[src/rtl/alu_result_queue.sv]
// alu_result_queue
//   Buffers ALU compare/set results in a small circular FIFO so a stalled
//   consumer never forces the ALU to drop a result. It also keeps status on
//   accepted entries: a saturating zero count, a sticky zero indicator and a
//   sticky flag/result disagreement bit.
//
// Ports
//   clk, rst            clock, synchronous active-high reset
//   in_valid/in_ready   upstream handshake (in_ready = !full)
//   in_result, in_flag  ALU result and its zero flag
//   out_valid/out_ready downstream handshake (out_valid = !empty)
//   out_result,out_flag head entry, read combinationally from storage
//   count               current occupancy
//   zero_cnt            saturating count of accepted entries with in_flag=1
//   zero_seen           sticky: some accepted entry had in_flag=1
//   flag_err            sticky: some accepted entry had in_flag != (in_result==0)
//   clr                 clears zero_cnt/zero_seen/flag_err only
module alu_result_queue #(
  parameter int DEPTH = 4,
  parameter int CNT_W = 16
) (
  input  logic                     clk,
  input  logic                     rst,
  input  logic                     in_valid,
  output logic                     in_ready,
  input  logic [31:0]              in_result,
  input  logic                     in_flag,
  output logic                     out_valid,
  input  logic                     out_ready,
  output logic [31:0]              out_result,
  output logic                     out_flag,
  output logic [$clog2(DEPTH):0]   count,
  output logic [CNT_W-1:0]         zero_cnt,
  output logic                     zero_seen,
  output logic                     flag_err,
  input  logic                     clr
);

  localparam int AW = $clog2(DEPTH);
  localparam logic [AW:0] FULL_CNT = (AW+1)'(DEPTH);

  logic [32:0]   mem [DEPTH];
  logic [AW-1:0] wr_ptr;
  logic [AW-1:0] rd_ptr;
  logic          push;
  logic          pop;

  // Ready depends only on registered occupancy, so there is no
  // combinational path from out_ready to in_ready.
  assign in_ready  = (count != FULL_CNT);
  assign out_valid = (count != '0);
  assign push      = in_valid && in_ready;
  assign pop       = out_valid && out_ready;

  assign out_result = mem[rd_ptr][32:1];
  assign out_flag   = mem[rd_ptr][0];

  always_ff @(posedge clk) begin
    if (rst) begin
      for (int i = 0; i < DEPTH; i++) mem[i] <= '0;
      wr_ptr <= '0;
      rd_ptr <= '0;
      count  <= '0;
    end else begin
      if (push) begin
        mem[wr_ptr] <= {in_result, in_flag};
        wr_ptr      <= wr_ptr + AW'(1);
      end
      if (pop) rd_ptr <= rd_ptr + AW'(1);
      case ({push, pop})
        2'b10:   count <= count + (AW+1)'(1);
        2'b01:   count <= count - (AW+1)'(1);
        default: count <= count;
      endcase
    end
  end

  // clr takes priority over the status contribution of a same-cycle push;
  // the entry itself is still enqueued above.
  always_ff @(posedge clk) begin
    if (rst || clr) begin
      zero_cnt  <= '0;
      zero_seen <= 1'b0;
      flag_err  <= 1'b0;
    end else if (push) begin
      if (in_flag && (zero_cnt != '1)) zero_cnt <= zero_cnt + CNT_W'(1);
      if (in_flag) zero_seen <= 1'b1;
      if (in_flag != (in_result == 32'h0)) flag_err <= 1'b1;
    end
  end

endmodule

[config.mk]
export PLATFORM = sky130hd
export DESIGN_NAME = alu_result_queue
export DESIGN_NICKNAME = d
export VERILOG_FILES = /design/src/rtl/alu_result_queue.sv
export SDC_FILE = /design/constraint.sdc
export NUM_CORES = 1
export LEC_CHECK = 0
export ABC_AREA = 1
export BUFFER_PORTS_ARGS = -buffer_cell sky130_fd_sc_hd__buf_2
export CAP_MARGIN = 20
export CORE_ASPECT_RATIO = 0.9
export CORE_UTILIZATION = 50
export DETAILED_ROUTE_END_ITERATION = 8
export GPL_TIMING_DRIVEN = 0
export PLACE_DENSITY = 0.74
export SYNTH_ARGS = -nofsm -noshare
export SYNTH_HDL_FRONTEND = slang
export SYNTH_SLANG_ARGS = --single-unit
[constraint.sdc]
create_clock -name clk -period 4.25 [get_ports clk]
set_input_delay 0 -clock clk [delete_from_list [all_inputs] [get_ports clk]]
set_output_delay 0 -clock clk [all_outputs]
set_load 0.005 [all_outputs]
==> impl_results.md, run 1 <==
* IO Port Bufs at a little over 90
* Clock skew at 0.007026 ns
* Vias in the first global route at 5661
* Sw Share at 0.3026
* Placed insts at between 1000 and 1500
* WL per Instance at ~16 um
* All-layer global routing usage at 0.2480
* Post-synth EDFFs at 132
* Reg2reg start: count[1]
* Internal at 3.193 mW
* Post-synth cell types at 30
* Pin count of the biggest net entering global routing at 34
* Status: finished, final reports clean
* Post-synthesis mux area share at 0
* Via Count at roughly 5800
* Power Density at between 500 and 600 nW/um^2
* Synthesized flop and latch total at between 150 and 200
* Critical Path Source: count[1]
* Post-cts sizing count at 0
* Setup TNS Final at 0 ns
* Simple-gate share of the synthesized area at 0.1882
* Max Fclk at roughly 400 MHz
* R2r endpoint: mem[0][12]
* Cells after synthesis at roughly 770
* Clock-pin slew on the worst setup and hold paths at roughly 0.060 ns
* Syn_nets at 809
* Hold-fix buffers, CTS at 35
* DRC violation count after routing at 0
* Number of diodes at 0
* Compound-Gate Fraction of Synth Area at 0.1023
* Mean Syn Cell Area at about 9.4 um^2
* CTS H-tree lvls at 4
* Syn. warnings at 0
* Max-Cap Viols at 0
* Clk buf depth at 2
* Post-synthesis adder-cell area fraction at 0.006240
* Setup ws final at ~1.7 ns
* Flop pwr share at 0.427
* CP startpoint kind: register
* Synth Area in XOR/XNOR at 0.01092
* Post-DP Area at 7964 um^2
* Hold WS at roughly 0.070 ns
* Ys async rst share at 0
* Hold Path Class: in -> reg
* Io pins at 94
* Die width at roughly 130 um
* Worst R2R Setup Slack at ~1.7 ns
* CP Buf/Inv Count at 3
* Post-DP HPWL at 11100 um
* Drt first pass iters at 6
* Post-Route WL at roughly 18000 um
* Fill count at between 1000 and 1500
* Final cell count without fillers at roughly 1100
* Clk_lat worst skew at approximately 0.43 ns
* Sw Pwr at around 1.4 mW
* CP required at about 4.3 ns
* Final core occ at 0.6328
* Comb pwr share at 0.243
* CP Max Fanout at 33
* CTS tree: built
* RD Place Congestion at about 0.86
* Hold endpoint: zero_cnt[12]
* Post-synth top flop: edfxtp_1
* HP Start: in_valid
* CP Cell Sequence: inv_2, nand3_2, nand2_2, inv_2, nand2_4, nor2_2, nand2_2, buf_2, nand2_2
* Seq/Total Area, Yosys at 0.6240
* Final worst-path cycle share at 0.5949
* Root Driver: clkbuf_16
* Crit path DAT at about 2.6 ns
* Number of DRC markers in iteration 0 at 651
* Via density at 5.150
* Final Hold Viols at 0
* Final Max Tran Viols at 0
* Critical path capture point type: register
* # nets final at 959
* Worst IR Drop VDD at 0.3539 mV
* Worst hold path stage count at 5
* Share of cells above drive strength 1 at 0.1794
* Most common cell after layout, fill and taps aside: nor2_1
* WS Path Type: reg -> reg
* Core area at approximately 14000 um^2
* Netlist Area Pre-Place at slightly above 7000 um^2
* Cell area after layout at 8895 um^2
* Initial core utilization at 0.5135
* Post-CTS setup buffer count at 0
* Endpoints failing setup at 0
* Top cell family by delay on the critical path: simple AND/OR/NAND/NOR gates
* Row Count at just over 40
* Worst-Margin Slew at 0.9543 ns
* Syn-to-layout area delta at 23.23%
* Grt ovf at 0
* Most frequent cells in the layout: 244 x nor2_1, 132 x edfxtp_1, 100 x buf_2, 78 x inv_1, 76 x o21ai_0
* Routed Antenna Nets at 0
* Clock sinks at ~160
* Tot Pwr at roughly 4.6 mW
* Critical Path Max Stage Delay at approximately 0.73 ns
* Final Critical Period at between 2 and 3 ns
* Static leakage at around 3.5 nW
* Num CTS Buffers at 17
* RSZ-0062 raised after global routing: no
* Relative slew slack at 0.3615
* Clk pwr share at 0.331
* Place WS at between 1.5 and 2 ns
* R2R depth at 9
* Initial antenna violation count at 0
* Critical path depth at 9
* Largest family of logic cells by synthesized area: simple AND/OR/NAND/NOR gates
* Global-route wire length before repair at approximately 28000 um
* Die ar. at 14920 um^2
* Die Y at roughly 120 um
* Most Frequent Cell on Critical Path: nand2_2
* CP max-delay cell: nand2_2
[metal layers]
| metal | up-vias | track usage | share of wire |
|---|---|---|---|
| met5 | - | 0 | 0 |
| met4 | 0 | 0.1027 | 0.017 |
| met3 | 26 | 0.05725 | 0.085 |
| met2 | 245 | 0.4151 | 0.47 |
| met1 | 2691 | 0.3126 | 0.43 |
| li1 | 2827 | - | - |
[power by group through the flow]
stage               registers [mW]  logic (mW)  clock network (mW)
finish                        1.95        1.11                1.51
global route                  1.97        1.23                1.58
CTS                           1.95        1.11                1.51
detailed placement            1.98        1.08                   0
global placement              1.99        1.05                   0
floorplan                     1.97       0.619                   0
[worst reg2reg max path, delay by kind of cell (launching register included)]
family                 cells  cell delay [ns]
DFF                        1             0.36
buffers and inverters      3             0.41
and+or+nand+nor            6             1.36
[area by class of cell]
type	count	area [um^2]	area share
Sequential cell	159	4504	0.5064
Multi-Input combinational cell	484	2233	0.2511
Timing Repair Buffer	131	842.1	0.09467
Clock buffer	20	436.7	0.04909
Inverter	88	330.3	0.03714
Tap cell	193	241.5	0.02715
Buffer	37	162.7	0.01829
Clock inverter	12	143.9	0.01618
[how the worst max path moves through the flow]
| stage | slack [ns] | endpoint |
|---|---|---|
| after detailed placement | 1.73 | mem[0][10] |
| after floorplan | 0.49 | mem[3][0] |
| after global routing | 1.54 | mem[0][8] |
| final | 1.72 | mem[0][12] |
| after global placement | -1.41 | mem[3][10] |
| after CTS | 1.71 | mem[0][25] |
[sequential cells by signal, indices dropped and copies added, names as in the netlist, named ones only]
| name | cells |
|---|---|
| wr_ptr | 2 |
| flag_err | 1 |
| zero_cnt | 16 |
| rd_ptr | 2 |
| count | 3 |
| zero_seen | 1 |
| mem | 132 |
[Yosys cell counts (9+ instances only)]
cell type,count,area share
a21oi_1,10,0.0069
nand3_1,10,0.0069
clkbuf_1,28,0.015
a21oi_2,9,0.011
edfxtp_1,132,0.55
inv_2,10,0.0052
o21ai_0,76,0.053
nor2_1,244,0.13
nand2_1,69,0.036
dfxtp_1,27,0.075
inv_1,78,0.041
o22ai_1,33,0.029
[cell families after synthesis]
logic type      count (synthesis)
flops                         159
compound gates                131
xor+xnor                        9
buf+inv                       125
simple gates                  341
fa+ha+maj                       3
Note: power is estimated with default switching activity, not from simulation.
==> run 2: changes to the inputs <==
PLACE_DENSITY = 0.76   (was 0.74)
clock period = 2.1 ns   (was 4.25 ns; I/O delays follow)
==> run 2 against run 1 <==
First-iteration DRC count down 6.8%. Total power up 110%. Sequential cell count unchanged. Via count up 2.1%. Wire length up 2.0%. Utilization up 1.7 points. Clock-buffer cell count down 3. Register-to-register slack worse by 1.6 ns. Critical path depth unchanged. Non-clock buffer count unchanged. Die area unchanged. Critical path type unchanged.
==> impl_results.md, run 2 (synthesis results as in run 1) <==
* Final worst-path cycle share at 0.9545
* Pin count of the biggest net entering global routing at 34
* Io pins at between 90 and 100
* Drt first pass iters at 5
* Top reg by flops: mem
* Clk buf depth at 2
* Worst IR Drop VDD at roughly 0.65 mV
* Syn-to-layout area delta at 26.61%
* Most frequent cells in the layout: 243 x nor2_1, 132 x edfxtp_1, 99 x buf_2, 78 x inv_1, 76 x o21ai_0
* DRC violation count after routing at 0
* Core area at 14060 um^2
* Status: finished, final reports clean
* Post-DP HPWL at between 10000 and 15000 um
* Critical path capture point type: register
* Final Hold Viols at 0
* CTS H-tree lvls at 4
* Die width at 128.7 um
* R2R depth at 9
* All-layer global routing usage at 0.2488
* Final Critical Period at 2.004 ns
* Share of cells above drive strength 1 at 0.1996
* Routed Antenna Nets at 0
* Grt ovf at 0
* HP Start: in_valid
* Register area at between 4000 and 5000 um^2
* Hold endpoint: zero_cnt[12]
* Initial antenna violation count at 0
* CP required at between 2 and 2.5 ns
* Static leakage at 3.651 nW
* Via density at 5.252
* Placed insts at 1056
* WL per Instance at ~16 um
* Row Count at between 40 and 50
* RSZ-0062 raised after global routing: no
* Initial core utilization at 0.5135
* Final cell count without fillers at 1125
* CTS tree: built
* Largest regs: mem (132), zero_cnt (16), count (3)
* Post-CTS setup buffer count at 0
* Hold WS at 0.03560 ns
* Hold Path Class: in -> reg
* Relative slew slack at 0.4651
* Vias in the first global route at 5700
* Place WS at -0.3943 ns
* Fill count at 1106
* Multi-input logic area at between 2000 and 2500 um^2
* Post-Route WL at 17870 um
* Max-Cap Viols at 0
* Max Fclk at between 400 and 500 MHz
* Clock sinks at about 160
* Most common cell after layout, fill and taps aside: nor2_1
* RD Place Congestion at 0.8241
* Number of diodes at 0
* Crit path DAT at ~2.1 ns
* WS Path Type: reg -> reg
* Reg2reg start: count[1]
* Num CTS Buffers at 17
* CP Max Fanout at 17
* Root Driver: clkbuf_16
* Worst R2R Setup Slack at approximately 0.096 ns
* Power Density at roughly 1100 nW/um^2
* Final Max Tran Viols at 0
* Clk_lat worst skew at around 0.43 ns
* Via Count at 5909
* CP startpoint kind: register
* # nets final at between 900 and 1000
* Setup ws final at 0.09553 ns
* Max reg flops at 132
* R2r endpoint: mem[3][26]
* Die Y at ~120 um
* Number of DRC markers in iteration 0 at between 600 and 700
* Global-route wire length before repair at 27680 um
* Die ar. at about 15000 um^2
* Worst-Margin Slew at approximately 0.8 ns
* Clock-pin slew on the worst setup and hold paths at 0.06 ns
* Worst hold path stage count at 5
* Endpoints failing setup at 0
* IO Port Bufs at a little over 90
* Clock skew at approximately 0.012 ns
-- run 2: stage by stage --
stage	utilization	setup TNS [ns]	total power, mW	instance area [um^2]
finish	0.6502	0	9.844	9139
CTS	0.6467	0	9.825	9090
global placement	0.5670	-75.29	6.158	7970
detailed placement	0.5704	-18.65	6.244	8018
floorplan	-	-3.441	5.276	7263
global route	0.6502	0	10.29	9139
-- run 2: what timing repair did --
item                                    in CTS  in global routing
hold endpoints to repair                    70                  2
gates cloned                                 0                  1
hold buffers                                36                  1
resized for setup                            9                 16
pin swaps                                    0                  1
endpoints found under the setup margin     121                 82
-- run 2: power by group --
group	internal, mW	switching [mW]	leakage (nW)
combinational	0.832	1.51	1.73
sequential	3.83	0.129	1.59
clock	2.26	1.29	0.336
-- run 2: worst max-delay path by stage --
stage | from | endpoint | slack [ns] | cells past startpoint
after CTS | count[2] | count[2] | 0.008 | 11
after global placement | count[1] | mem[3][9] | -0.76 | 8
final | count[1] | mem[3][26] | 0.1 | 9
after global routing | register | out_result[4] | 0.01 | 5
after detailed placement | count[1] | mem[0][6] | -0.39 | 9
after floorplan | count[1] | mem[3][0] | -0.07 | 8
-- run 2: cell type report --
cell class,count,share of cell area
timing repair buffer,132,0.09611
buffer,36,0.01944
sequential,159,0.4933
clock buffer,17,0.04655
multi-input combinational,485,0.2537
inverter,88,0.03642
clock inverter,15,0.02807
tap,193,0.02642
-- run 2: critical path, cell delays in order, from the launching register on --
cell and delay (ns):
dfxtp_2 0.33, inv_2 0.09, nand3_4 0.08, nand2_4 0.11
inv_2 0.06, nand2_4 0.14, buf_6 0.20, nor2_4 0.06
nor3_4 0.40, buf_16 0.23
-- run 2: metal layers --
metal / track usage / vias to the layer above / share of wire
met1: 0.3094 / 2777 / 0.42
met3: 0.06279 / 21 / 0.080
met4: 0.07059 / 0 / 0.012
met5: 0 / - / 0
met2: 0.4321 / 277 / 0.49
li1: - / 2834 / -
==> run 3: changes to the inputs <==
CELL_PAD_IN_SITES_DETAIL_PLACEMENT = 1   (was default)
CELL_PAD_IN_SITES_GLOBAL_PLACEMENT = 1   (was default)
CORE_UTILIZATION = 40   (was 50)
PLACE_DENSITY = 0.79   (was 0.76)
==> run 3 against run 2 <==
Register-to-register slack better by 0.02 ns. Non-clock buffer count unchanged. Utilization is 13 points lower. Sequential share of layout area stayed put. Hold slack worse by 0.0010 ns. Critical path depth is the same. Clock skew decreased by 0.0011 ns. Sequential cell count unchanged. Clock-buffer cell count up 2. Cell count increased by 4.3%. First-iteration DRC count shrank 35%. Critical endpoint is now mem[0][14]. Largest power group unchanged.
==> impl_results.md, run 3 (synthesis results as in run 1) <==
* CP Cell Sequence: inv_2, nand3_4, nand2_4, inv_2, nand2_4, nor2_4, nand2_2, clkbuf_4, nand2_8
* Pin count of the biggest net entering global routing at 34
* IO Port Bufs at 93
* Placed insts at between 1000 and 1500
* Worst-Margin Slew at around 0.8 ns
* CP startpoint kind: register
* Root Driver: clkbuf_16
* RSZ-0062 raised after global routing: no
* Grt ovf at 0
* Clock-pin slew on the worst setup and hold paths at roughly 0.06 ns
* Largest regs: mem (132), zero_cnt (16), count (3)
* Max Fclk at just over 500 MHz
* Power Density at 1064 nW/um^2
* CP Buf/Inv Count at 3
* WS Path Type: reg -> reg
* Share of cells above drive strength 1 at 0.1996
* Max-Cap Viols at 0
* Final worst-path cycle share at 0.9471
* Clk_lat worst skew at 0.43 ns
* CP Max Fanout at 17
* Relative slew slack at 0.4538
* CTS tree: built
* Post-Route WL at about 22000 um
* CP max-delay cell: dfxtp_2
* Initial antenna violation count at 1
* CP required at between 2 and 2.5 ns
* Vias in the first global route at between 6000 and 7000
* Tot Pwr at about 9.7 mW
* Num CTS Buffers at 17
* Global-route wire length before repair at 33610 um
* All-layer global routing usage at 0.2467
* Row Count at 46
* Endpoints failing setup at 0
* Via density at 5.071
* Setup TNS Final at 0 ns
* Clk buf depth at 2
* Critical path capture point type: register
* Final Hold Viols at 0
* Syn-to-layout area delta at 26.61%
* Critical Path Max Stage Delay at between 0.3 and 0.4 ns
* RD Place Congestion at 0.7715
* Most frequent cells in the layout: 243 x nor2_1, 132 x edfxtp_1, 98 x buf_2, 78 x inv_1, 75 x o21ai_0
* Max reg flops at ~130
* Worst IR Drop VDD at roughly 0.7 mV
* Hold Path Class: in -> reg
* Top cell family by delay on the critical path: simple AND/OR/NAND/NOR gates
* Io pins at between 90 and 100
* Final Critical Period at 1.989 ns
* Die width at about 140 um
* Final core occ at 0.5172
* Die ar. at 18590 um^2
* Die Y at roughly 130 um
* Top reg by flops: mem
* Most common cell after layout, fill and taps aside: nor2_1
* Clock skew at approximately 0.011 ns
* Final Max Tran Viols at 0
* Static leakage at between 3 and 4 nW
* # nets final at 960
* Initial core utilization at 0.4085
* Final cell count without fillers at roughly 1200
* Post-DP HPWL at around 14000 um
* CTS H-tree lvls at 4
* Drt first pass iters at 4
* Core area at between 15000 and 20000 um^2
* Via Count at around 5900
* Clock sinks at between 150 and 200
* Number of DRC markers in iteration 0 at around 400
* WL per Instance at between 15 and 20 um
* Routed Antenna Nets at 0
* DRC violation count after routing at 0
* Status: finished, final reports clean
* Crit path DAT at between 2 and 2.5 ns
==> run 3: worst paths after layout <==
path | startpoint | to | slack [ns] | cells after the start
min reg2reg | rd_ptr[1] | register | 0.48 | 2
max reg2reg | count[1] | mem[0][14] | 0.11 | 9
max | count[1] | mem[0][14] | 0.11 | 9
min | in_valid | zero_cnt[12] | 0.03 | 5
==> run 3: final cells by class <==
cell class / count / area (um^2)
fillers: 2006 / 8531
clock buffers: 19 / 432.9
plain buffers: 36 / 182.7
clock inverters: 13 / 185.2
flip-flops and latches: 159 / 4508
well taps: 240 / 300.3
inverters: 88 / 332.8
diodes: 1 / 2.502
repair buffers: 132 / 875.8
multi-input cells: 485 / 2318
==> run 3: metrics by stage <==
stage	hold slack (ns)	setup slack [ns]	cell area [um^2]
floorplan	0.06497	-0.07476	7263
global placement	0.2137	-0.8742	8029
detailed placement	0.2159	-0.5016	8077
CTS	0.02110	0.01908	9097
global route	0.04136	0.004062	9136
finish	0.03458	0.1111	9139
==> run 3: timing repair <==
item / in CTS / in global routing
hold buffers: 36 / 0
hold endpoints to repair: 74 / 0
pin swaps: 2 / 0
gates cloned: 0 / 1
buffers inserted: 1 / 0
endpoints found under the setup margin: 159 / 94
resized for setup: 13 / 14
==> run 3: metal layers <==
metal  vias up  GRT usage  wire [um]
met4         0    0.08323        395
met1      2926     0.2956       9429
met5         -          0          0
met2       151     0.4415      11070
met3        30    0.05063       1009
li1       2841          -          -
==> run 3: where the power goes <==
group | internal [mW] | total [mW] | switching (mW)
combinational | 0.840 | 2.45 | 1.61
sequential | 3.83 | 3.98 | 0.148
clock | 2.00 | 3.29 | 1.30
==> run 3: worst register-to-register path: stages, from the launching register on <==
cell and delay (ns):
dfxtp_2 0.35, inv_2 0.07, nand3_4 0.09, nand2_4 0.08
inv_2 0.08, nand2_4 0.11, nor2_4 0.21, nand2_2 0.16
clkbuf_4 0.29, nand2_8 0.24
